`src/rtl/aes_job_scheduler_pkg.sv`:
```
// -----------------------------------------------------------------------------
// aes_job_scheduler_pkg
// Shared types and defaults for the AES job scheduler.
//   text_t / key_t   : 128-bit AES block and key containers
//   sched_state_e    : scheduler FSM states
//   SCHED_NUM_REQ    : default number of requesters
//   SCHED_TIMEOUT    : default watchdog limit in cycles
// -----------------------------------------------------------------------------
package aes_job_scheduler_pkg;

  localparam int AES_BLOCK_W   = 128;
  localparam int SCHED_NUM_REQ = 4;
  localparam int SCHED_TIMEOUT = 64;

  typedef logic [AES_BLOCK_W-1:0] text_t;
  typedef logic [AES_BLOCK_W-1:0] key_t;

  typedef enum logic [1:0] {
    IDLE    = 2'd0,
    ISSUE   = 2'd1,
    WAIT    = 2'd2,
    RESPOND = 2'd3
  } sched_state_e;

endpackage : aes_job_scheduler_pkg

```
`src/rtl/aes_job_scheduler_rr_arbiter.sv`:
```
// -----------------------------------------------------------------------------
// aes_job_scheduler_rr_arbiter
// Purely combinational round-robin arbiter. Scans req starting at rr_ptr and
// wrapping modulo NUM_REQ; the first set bit wins. The pointer itself lives in
// the scheduler, so this block holds no state.
// Ports:
//   req       in  NUM_REQ  request vector
//   rr_ptr    in  ID_W     index that has highest priority this cycle
//   enable    in  1        grants are forced to zero when low
//   grant     out NUM_REQ  one-hot grant (all zero if nothing requested)
//   grant_idx out ID_W     binary index of the granted requester
// -----------------------------------------------------------------------------
module aes_job_scheduler_rr_arbiter #(
  parameter int NUM_REQ = 4,
  parameter int ID_W    = 2
) (
  input  logic [NUM_REQ-1:0] req,
  input  logic [ID_W-1:0]    rr_ptr,
  input  logic               enable,
  output logic [NUM_REQ-1:0] grant,
  output logic [ID_W-1:0]    grant_idx
);

  always_comb begin
    logic found;
    int   idx;
    // NOTE: every signal written here gets a default first so no path
    // through the loop can infer a latch.
    grant     = '0;
    grant_idx = '0;
    found     = 1'b0;
    idx       = 0;
    for (int i = 0; i < NUM_REQ; i++) begin
      idx = int'(rr_ptr) + i;
      if (idx >= NUM_REQ) begin
        idx = idx - NUM_REQ;
      end
      if (enable && !found && req[idx]) begin
        found      = 1'b1;
        grant[idx] = 1'b1;
        grant_idx  = ID_W'(idx);
      end
    end
  end

endmodule : aes_job_scheduler_rr_arbiter

```
`src/rtl/aes_job_scheduler.sv`:
```
// -----------------------------------------------------------------------------
// aes_job_scheduler
// Shares one AES-128 core between NUM_REQ requesters. A round-robin grant picks
// a request in IDLE, its plaintext/key are latched and handed to the core with a
// one-cycle start pulse, and the ciphertext comes back on a valid/ready response
// channel tagged with the requester index. A watchdog aborts a hung core and
// returns an error response with zero data instead.
// Ports:
//   clk, reset_n            clock, asynchronous active-low reset
//   req_valid/req_ready     per-requester request handshake (ready is one-hot)
//   req_text/req_key        packed plaintexts/keys, slice i = requester i
//   core_start              single-cycle start to the core
//   core_text/core_key      latched operands, held from ISSUE through RESPOND
//   core_done/core_result   core completion pulse and ciphertext
//   rsp_valid/rsp_ready     response handshake
//   rsp_text/rsp_id         ciphertext (0 on error) and requester index
//   rsp_error               1 when the job was aborted by the watchdog
//   busy                    high whenever the FSM is not IDLE
// ID_W must equal $clog2(NUM_REQ).
// -----------------------------------------------------------------------------
module aes_job_scheduler
  import aes_job_scheduler_pkg::*;
#(
  parameter int NUM_REQ        = SCHED_NUM_REQ,
  parameter int ID_W           = 2,
  parameter int TIMEOUT_CYCLES = SCHED_TIMEOUT
) (
  input  logic                         clk,
  input  logic                         reset_n,
  input  logic [NUM_REQ-1:0]           req_valid,
  output logic [NUM_REQ-1:0]           req_ready,
  input  logic [NUM_REQ*AES_BLOCK_W-1:0] req_text,
  input  logic [NUM_REQ*AES_BLOCK_W-1:0] req_key,
  output logic                         core_start,
  output text_t                        core_text,
  output key_t                         core_key,
  input  logic                         core_done,
  input  text_t                        core_result,
  output logic                         rsp_valid,
  input  logic                         rsp_ready,
  output text_t                        rsp_text,
  output logic [ID_W-1:0]              rsp_id,
  output logic                         rsp_error,
  output logic                         busy
);

  localparam int WD_W = (TIMEOUT_CYCLES > 2) ? $clog2(TIMEOUT_CYCLES) : 1;

  sched_state_e      state_q, state_d;
  logic [ID_W-1:0]   rr_ptr_q, rr_ptr_d;
  logic [ID_W-1:0]   id_q, id_d;
  text_t             text_q, text_d;
  key_t              key_q, key_d;
  text_t             rsp_text_q, rsp_text_d;
  logic              rsp_error_q, rsp_error_d;
  logic [WD_W-1:0]   wd_q, wd_d;
  logic [WD_W-1:0]   wd_inc;

  logic [NUM_REQ-1:0] grant;
  logic [ID_W-1:0]    grant_idx;

  aes_job_scheduler_rr_arbiter #(
    .NUM_REQ (NUM_REQ),
    .ID_W    (ID_W)
  ) u_arb (
    .req       (req_valid),
    .rr_ptr    (rr_ptr_q),
    .enable    (state_q == IDLE),
    .grant     (grant),
    .grant_idx (grant_idx)
  );

  always_comb begin
    state_d     = state_q;
    rr_ptr_d    = rr_ptr_q;
    id_d        = id_q;
    text_d      = text_q;
    key_d       = key_q;
    rsp_text_d  = rsp_text_q;
    rsp_error_d = rsp_error_q;
    wd_d        = wd_q;
    wd_inc      = wd_q + WD_W'(1);

    unique case (state_q)
      IDLE: begin
        // grant is already qualified by req_valid, so any set bit is a handshake
        if (|grant) begin
          text_d   = req_text[int'(grant_idx)*AES_BLOCK_W +: AES_BLOCK_W];
          key_d    = req_key[int'(grant_idx)*AES_BLOCK_W +: AES_BLOCK_W];
          id_d     = grant_idx;
          rr_ptr_d = (grant_idx == ID_W'(NUM_REQ-1)) ? '0 : grant_idx + ID_W'(1);
          state_d  = ISSUE;
        end
      end
      ISSUE: begin
        wd_d    = '0;
        state_d = WAIT;
      end
      WAIT: begin
        wd_d = wd_inc;
        // done is tested first so a completion on the final watchdog cycle
        // still returns good data. Aborting when the post-increment count hits
        // TIMEOUT_CYCLES-1 makes rsp_valid rise TIMEOUT_CYCLES cycles after
        // core_start.
        if (core_done) begin
          rsp_text_d  = core_result;
          rsp_error_d = 1'b0;
          state_d     = RESPOND;
        end else if (wd_inc == WD_W'(TIMEOUT_CYCLES-1)) begin
          rsp_text_d  = '0;
          rsp_error_d = 1'b1;
          state_d     = RESPOND;
        end
      end
      RESPOND: begin
        if (rsp_ready) begin
          state_d = IDLE;
        end
      end
      default: state_d = IDLE;
    endcase
  end

  always_ff @(posedge clk or negedge reset_n) begin
    if (!reset_n) begin
      // NOTE: the wide operand/result registers are reset here because their
      // contents drive output ports that must read zero out of reset.
      state_q     <= IDLE;
      rr_ptr_q    <= '0;
      id_q        <= '0;
      text_q      <= '0;
      key_q       <= '0;
      rsp_text_q  <= '0;
      rsp_error_q <= 1'b0;
      wd_q        <= '0;
    end else begin
      // NOTE: non-blocking assignments so every flop samples pre-edge values.
      state_q     <= state_d;
      rr_ptr_q    <= rr_ptr_d;
      id_q        <= id_d;
      text_q      <= text_d;
      key_q       <= key_d;
      rsp_text_q  <= rsp_text_d;
      rsp_error_q <= rsp_error_d;
      wd_q        <= wd_d;
    end
  end

  assign req_ready  = grant;
  assign core_start = (state_q == ISSUE);
  assign core_text  = text_q;
  assign core_key   = key_q;
  assign rsp_valid  = (state_q == RESPOND);
  assign rsp_text   = rsp_text_q;
  assign rsp_id     = id_q;
  assign rsp_error  = rsp_error_q;
  assign busy       = (state_q != IDLE);

endmodule : aes_job_scheduler

```
`config.mk`:
```
export PLATFORM = sky130hd
export DESIGN_NAME = aes_job_scheduler
export DESIGN_NICKNAME = d
export VERILOG_FILES = /design/src/rtl/aes_job_scheduler_pkg.sv /design/src/rtl/aes_job_scheduler_rr_arbiter.sv /design/src/rtl/aes_job_scheduler.sv
export SDC_FILE = /design/constraint.sdc
export NUM_CORES = 1
export LEC_CHECK = 0
export ABC_AREA = 1
export BUFFER_PORTS_ARGS = -buffer_cell sky130_fd_sc_hd__buf_2
export CORE_AREA = 2 2 600 602
export CTS_CLUSTER_DIAMETER = 150
export CTS_CLUSTER_SIZE = 10
export DETAILED_ROUTE_END_ITERATION = 7
export DIE_AREA = 0 0 602 604
export PLACE_DENSITY = 0.3
export SYNTH_ARGS = -nofsm -noshare
export SYNTH_HDL_FRONTEND = slang
export SYNTH_HIERARCHICAL = 1
export SYNTH_SLANG_ARGS = --single-unit
```
`constraint.sdc`:
```
create_clock -name clk -period 4.75 [get_ports clk]
set_input_delay 0.2375 -clock clk [delete_from_list [all_inputs] [get_ports clk]]
set_output_delay 0.2375 -clock clk [all_outputs]
set_load 0.01 [all_outputs]
```
Word level (Yosys, flattened, before mapping). Cells that the tools add are included.

Bits of input ports: 1160. Memories kept: 0. Register bits: 397. Logic and storage cells: 110. Memory bits (writable): 0. Latch bits: 0. ROM bits: 0.

Shift-type cells: 2. Reduce and logical (&&, ||, !) cells: 22. Multiplexer cells: 46. Multiply operators: 0. $add $sub $neg: 9. Divide/modulo/power cells: 0. $lt $le $gt $ge: 12. Bitwise operators: 3. Eq/ne operators: 8.

Operators with widths (number): 512-bit by 10-bit variable part select with 128-bit output (2); 128-bit 2-to-1 mux (2); 32-bit by 1-bit >= comparator with 1-bit output, second input constant (4); 32-bit by 4-bit < comparator with 1-bit output, second input constant (4); 32-bit 2-to-1 mux (4); 32-bit by 4-bit >= comparator with 1-bit output, second input constant (3); 32-bit by 4-bit subtractor with 32-bit output, second input constant (3); 2-bit 2-to-1 mux (9); 1-bit 2-to-1 mux (17); 4-bit 2-to-1 mux (4); 4-bit bitwise OR (3); 6-bit case mux with 2 select lines (1); 1-bit logical AND (11); 1-bit binary-select mux with 2-bit select (4); 1-bit demux with 2-bit select (4); 2-bit case mux with 4 select lines (1); 2-bit by 2-bit adder with 3-bit output, second input constant (2); 6-bit by 1-bit adder with 6-bit output, second input constant (1); 2-bit == test, second input constant (3); 6-bit == test, second input constant (1); 2-bit nonzero test (3); 2-bit AND reduction (2); 4-bit OR reduction (1); 2-bit by 3-bit subtractor with 4-bit output, second input constant (1); 10 further kinds (12).

Longest topological paths before layout. Gate-level depths: netlist of the first run.

Word-level depth: 22. Depth in mapped cells: 20.

Hierarchy. Netlist of the first run, hierarchy kept.

By module, submodules not included: aes_job_scheduler (instances 1, area an instance 22317.7 um^2, cells an instance 3163); aes_job_scheduler_rr_arbiter (instances 1, area an instance 498.0 um^2, cells an instance 81).

Worst setup path before layout of the first run. Ideal clock, no wire load.

Kind: reg-to-reg. From: reg rr_ptr_q[0]. To: reg key_q[0] (netlist: core_key[0]). Setup time: 135 ps. Period minus slack after synthesis: 2923 ps. Stages on the path, launching flop included: 18. Arrival: 2788 ps. Setup slack: 1827 ps. Buffers on the path: 3. Data required time: 4615 ps. Cell sequence: dfrtp_1 inv_2 ha_1 inv_1 nand3_2 nand2_2 inv_2 nor2_4 buf_6 nand3_1 nand3_1 nor2_1 nand2_1 nand2_2 inv_2 clkbuf_1 clkbuf_1 a31oi_1.

Word-level cells in the longest chain between the ends: 21. Elaborated cells between the ends (all ways): 74.

RTL lines: from (decl) (line aes_job_scheduler.sv:50) `logic [ID_W-1:0] rr_ptr_q, rr_ptr_d;`; from (signal assigned) (line aes_job_scheduler.sv:139) `rr_ptr_q <= rr_ptr_d;`; parallel branches: the longest is 18 deep, another holds 32-bit by 4-bit subtractor with 32-bit output; 4-bit 2-to-1 mux * (line aes_job_scheduler_rr_arbiter.sv:38) `if (enable && !found && req[idx]) begin`; via req_ready[3] (line aes_job_scheduler.sv:31) `output logic [NUM_REQ-1:0] req_ready,`; 4-bit OR reduction * (line aes_job_scheduler.sv:87) `if (|grant) begin`; 2-bit AND reduction (no line) *; to (signal assigned) (line aes_job_scheduler.sv:142) `key_q <= key_d;`; to (decl) (line aes_job_scheduler.sv:53) `key_t key_q, key_d;`.

Mark *: on every way through the listed nets, which the timed path passes. The select of a mux whose other input is x is not followed. A chain may end at the register's enable or synchronous reset.

Worst setup path after layout of the first run.
From: reg rr_ptr_q[0]. To: reg key_q[98] (netlist: core_key[98]).

Elaborated cells between the ends (all ways): 74.

RTL lines: parallel branches: the longest is 18 deep, another holds 32-bit by 4-bit subtractor with 32-bit output; 2-bit 2-to-1 mux * (line aes_job_scheduler_rr_arbiter.sv:38); via grant_idx[0] (line aes_job_scheduler.sv:60) `logic [ID_W-1:0] grant_idx;`; 512-bit by 10-bit variable part select with 128-bit output * (line aes_job_scheduler.sv:89) `key_d = req_key[int'(grant_idx)*AES_BLOCK_W +: AES_BLOCK_W];`.

Marked as above.

==> flow_summary.ini, run 1 <==
[timing]
whs_ps = 73.5
setup_ws_ps = 263
tns_ps = 0
setup_viol = 0
finalClockSkew_ps = 30.1
period_share_pct = 94.5
maxSlewViolCount = 0
tightest_slew_ps = 990
clock.fmax_mhz = 223
hold_viol = 0
period_needed_ps = 4490
max_slew_margin_pct = 34.0
rsz0062_at_grt = false

[detailed_routing]
initialDrtViolationCount = 2456
drtPass1Iterations = 5
drc = 0
num_vias = 33900
ant_nets = 0
avgRoutedWirePerCell_um = 25.4
vias_per_cell = 3.28
wl_mm = 262

[power]
pwr-share-comb_pct = 70.7
p_leak_nw = 20.7
p_sw_share_pct = 52.0
p_seq_share_pct = 18.5
power_density_nw_per_um2 = 750
peakVddDrop_mv = 0.783
power_frac_clock_pct = 10.8
netSwitchingPower_w = 0.0178
power.total_w = 0.0343
cellInternalPower_w = 0.0164

[synthesis]
synth_most_common_cell = nor2_1
synth_common_cells = nor2_1 (901), nand2_1 (711), o21ai_0 (519), dfrtp_1 (397), clkbuf_1 (162)
synth_top_cell_area_share_pct = 43.5
synth_area_leaders = dfrtp_1 (44%), nor2_1 (15%), nand2_1 (12%)
synth.ff_latch_count = 397
yosysSeqAreaShare_pct = 43.5
synth_enable_flop_cells = 0
synth_nets = 4418
ys_warn_count = 6
async_flop_share_pct = 100
synth-main-ff-cell = dfrtp_1
synth.distinct_cells = 31
synth.avg_cell_area_um2 = 7.03
synth_cells = 3244
yosysTopAreaCell = dfrtp_1
syn_area_um2 = 22800

[final_layout]
fin_nets = 6637
layout-drive-gt1-share_pct = 33.7
final_core_util_pct = 12.8
num-fill-cells = 41800
area_growth_pct = 100

[critical_path]
crit_fanout = 127
startpoint_type = flip-flop
critPathRequiredTime_ps = 5340
crit_buf_inv = 8
cp_top_family = buffers and inverters
crit_arrival_ps = 5080
slowest_stage = dlygate4sd3_1
criticalPathCategory = reg2reg
path_cells = inv_2 -> ha_1 -> inv_1 -> nand3_2 -> nand2_2 -> inv_2 -> nor2_4 -> nand3_1 -> nand3_4 -> inv_16 -> buf_12 -> buf_4 -> o21ai_0 -> dlygate4sd3_1 -> a31oi_1 -> dlygate4sd3_1
crit_path_end_kind = flip-flop
slowest_delay_ps = 580

[global_routing]
grtUsageMet2_pct = 26.0
grtUsageMet1_pct = 14.1
busiest_layer = met2
grt-ovfl-total = 0
grt_pass1_vias = 34500
antenna_found_initial = 168
grt_start_max_net_pins = 128
gr-usage-all-layers_pct = 13.7
use_met3_pct = 3.84
grt_pass1_wl_mm = 332

[place]
gp_congestion = 0.959
dp_hpwl_mm = 220
port_buffers = 1553
place_ws_ps = 644

[cts]
cts-root-buf = clkbuf_16
clock-sinks = 397
cts.clk_slew.worst_paths_ps = 70
clockBufferDepth = 3
cts_buffers = 47
clock_latency_ps = 710
htreeDepth = 2
cts_tree = yes

[floorplan]
row_count = 220
fp.dieW_um = 602
core_um2 = 358000
io_pins = 1554
die_h_um = 604
initial_core_util_pct = 6.38
die_area_um2 = 364000

[outcome]
outcome = finished clean

[worst_hold_path]
min_path_type = in2reg

[job]
cap_viol_max_count = 0
## sequential cells by signal, indices dropped and copies added, names as in the netlist
signal,count
core_key,128
wd_q,6
rsp_id,2
rr_ptr_q,2
rsp_error,1
rsp_text,128
core_text,128
state_q,2
## worst register-to-register path, delay by kind of cell, from the launching register on
kind | cells | cell delay, ps
AO/OA/AOI/OAI | 2 | 240
adder cells (fa/ha/maj) | 1 | 370
buffers and inverters | 8 | 2440
flip-flops | 1 | 490
AND/OR/NAND/NOR | 5 | 860
## final timing paths
path	start	to	slack, ps	depth (start not counted)
min	req_text[6]	core_text[6]	70	5
min reg2reg	rsp_text[115]	rsp_text[115]	470	2
min in group asynchronous	reset_n	rsp_text[95]	110	2
max reg2reg	rr_ptr_q[0]	core_key[98]	260	16
max	rr_ptr_q[0]	core_key[98]	260	16
max in group asynchronous	reset_n	core_key[122]	3300	3
## logic make-up (layout without fill, tap and decap cells)
kind of cell    count (synthesis)  after routing  share of synthesized area (%)
simple gates                 1769           1769                           30.9
compound gates                780            780                           18.5
flops                         397            397                           43.5
buf+inv                       283           2509                           6.20
fa+ha+maj                      14             14                          0.768
xor+xnor                        1              1                         0.0384
other cells                     0             82                              0
## placed cells by master (no fill, tap or decap), types with 3 or more instances in the layout
cell,Yosys,final
clkbuf_16,0,51
nand4_1,6,6
inv_1,24,22
nand3_2,5,5
o22ai_1,130,130
ha_1,14,14
nand2_2,106,105
buf_2,47,1552
a31oi_1,128,128
diode_2,0,82
o21ai_0,519,519
dlygate4sd3_1,0,765
buf_16,0,3
nand3_1,31,30
dfrtp_1,397,395
buf_12,11,23
buf_4,16,76
nor2_1,901,901
nand2_1,711,711
## repair_timing
action / 4_1_cts / 5_1_grt
gates resized for setup: 0 / 9
hold buffers: 765 / 0
endpoints found under the hold margin: 427 / 0
endpoints found under the setup margin: 0 / 85
buffers inserted: 0 / 4
## layer usage
metal,vias to the layer above,routed length (um)
met5,-,333
met3,371,20900
li1,15200,-
met4,50,11000
met2,1660,139000
met1,16600,91100
## through the flow
step | area, um^2 | cells
after detailed placement | 36400 | 9414
after CTS | 45300 | 10200
after floorplan | 22800 | 3244
after global routing | 45600 | 10300
final | 45700 | 10300
after global placement | 36400 | 9414
## cell type report
cell class | instances | area [um^2] | area share (%)
clock buffer | 49 | 1190 | 2.61
sequential | 397 | 9940 | 21.7
tap | 4773 | 5970 | 13.1
clock inverter | 7 | 106 | 0.233
timing repair buffer | 2425 | 16700 | 36.5
inverter | 28 | 139 | 0.304
antenna | 82 | 205 | 0.449
multi-input combinational | 2564 | 11500 | 25.2
## power by group through the flow
stage                     Sequential (W)  Combinational (W)  Clock (W)
after global routing             0.00654             0.0265    0.00398
after CTS                        0.00638             0.0243    0.00393
final                            0.00635             0.0242    0.00369
after global placement           0.00642             0.0202          0
after floorplan                  0.00675            0.00937          0
after detailed placement         0.00641             0.0201          0
(Power assumes the default switching activity.)
==> run 2: changes to the inputs <==
- BUFFER_PORTS_ARGS: -buffer_cell sky130_fd_sc_hd__buf_2 -> -buffer_cell sky130_fd_sc_hd__buf_4
==> flow_summary.ini, run 2 (synthesis results as in run 1) <==
[place]
port_buffers = 1553
dp_hpwl_mm = 225
gp_congestion = 0.921
place_ws_ps = 646

[floorplan]
die_area_um2 = 364000
initial_core_util_pct = 6.38
io_pins = 1554
die_h_um = 604
core_um2 = 358000
row_count = 220
fp.dieW_um = 602

[detailed_routing]
avgRoutedWirePerCell_um = 25.9
drtPass1Iterations = 5
num_vias = 33300
vias_per_cell = 3.23
ant_nets = 0
wl_mm = 267
drc = 0
initialDrtViolationCount = 2135

[timing]
period_share_pct = 96.6
max_slew_margin_pct = 21.9
hold_viol = 0
tns_ps = 0
maxSlewViolCount = 0
finalClockSkew_ps = 40.6
period_needed_ps = 4590
clock.fmax_mhz = 218
setup_ws_ps = 161
setup_viol = 0
tightest_slew_ps = 1160
rsz0062_at_grt = true

[final_layout]
mostFrequentLayoutCell = buf_4
area_growth_pct = 117
fin_nets = 6650
num-fill-cells = 41500
final_cell_mix = buf_4 (1620), nor2_1 (901), dlygate4sd3_1 (795)
layout-drive-gt1-share_pct = 33.3

[global_routing]
gr-usage-all-layers_pct = 14.1
grt_pass1_vias = 34400
grt_pass1_wl_mm = 341
antenna_found_initial = 145
grt_start_max_net_pins = 128
grt-ovfl-total = 0

[job]
cap_viol_max_count = 0

[power]
peakVddDrop_mv = 0.463
p_leak_nw = 21.9
power_density_nw_per_um2 = 708

[cts]
cts.clk_slew.worst_paths_ps = 70
cts_buffers = 47
cts_tree = yes
htreeDepth = 2
clock-sinks = 397
clock_latency_ps = 720
clockBufferDepth = 3
cts-root-buf = clkbuf_16

[worst_hold_path]
min_path_type = in2reg
min_from = req_key[327]

[critical_path]
startpoint_type = flip-flop
critPathRequiredTime_ps = 5370
crit_path_end_kind = flip-flop
setup.reg_to_reg.worst_slack_ps = 160
r2r_start = rr_ptr_q[0]
crit_start = rr_ptr_q[0]
crit_fanout = 47
crit_arrival_ps = 5210
criticalPathCategory = reg2reg

[outcome]
outcome = finished clean
==> run 2: cell types whose count changed in the layout (fill, tap and decap cells not counted), sizes merged <==
cell         change
buf             -13
bufinv           +1
clkbuf           -3
clkinvlp         -1
diode           -30
dlygate4sd3     +30
==> run 2: worst max-delay path, stage by stage (launching register included) <==
cell and delay, ps:
dfrtp_2 490, inv_2 140, ha_1 370, inv_1 130
nand3_2 160, nand2_2 90, inv_2 40, nor2_4 230
nand3_1 170, nand3_4 230, buf_4 220, buf_12 200
buf_4 470, nor2_1 90, nor2_1 260, o21ai_0 180
dlygate4sd3_1 620, a31oi_1 180
==> run 2: path summary, 6_finish.rpt <==
kind,endpoint,cells past startpoint
worst max-delay path,core_text[1],17
worst min-delay path,core_key[71],5
worst max register to register,core_text[1],17
worst min register to register,rsp_text[124],2
max in group asynchronous,core_key[110],3
min in group asynchronous,rsp_text[119],2
==> run 2: repair_timing <==
action	CTS	global route
hold buffers	795	0
resized for setup	0	3
endpoints found under the setup margin	0	60
setup buffers	0	3
endpoints found under the hold margin	434	0
==> run 2: final cells by class <==
cell class / instances / area (um^2) / share of cell area [%]
multi-input combinational: 2564 / 11500 / 23.2
antenna: 52 / 130 / 0.262
timing repair buffer: 2438 / 20600 / 41.5
clock buffer: 50 / 1210 / 2.44
inverter: 28 / 139 / 0.280
tap: 4773 / 5970 / 12.0
clock inverter: 7 / 129 / 0.260
sequential: 397 / 9940 / 20.0
==> run 2: layer usage <==
metal  vias to the layer above  global-route usage (%)  share of wire (%)
met5                         -                       0               0.13
met4                        52                    4.46                3.2
met3                       323                    4.07                7.3
met2                      1475                    27.1                 54
met1                     16300                    14.4                 35
li1                      15200                       -                  -
==> run 2: report_power, final <==
group	switching (W)	internal, W	total (W)	leakage, nW
Combinational	0.0147	0.0102	0.0248	16.5
Sequential	0.00138	0.00508	0.00646	4.78
Clock	0.00187	0.00191	0.00378	0.655
Total	0.0179	0.0172	0.0351	21.9
==> run 2: through the flow <==
step	utilization [%]	cells	power (W)	instance area (um^2)	hold WS, ps
floorplan	-	3244	0.0161	22800	-58.1
global placement	11.2	9402	0.0281	40100	383
detailed placement	11.2	9402	0.0280	40100	382
CTS	13.8	10300	0.0360	49400	1.91
global route	13.8	10300	0.0378	49500	34.1
finish	13.9	10300	0.0351	49600	92.0
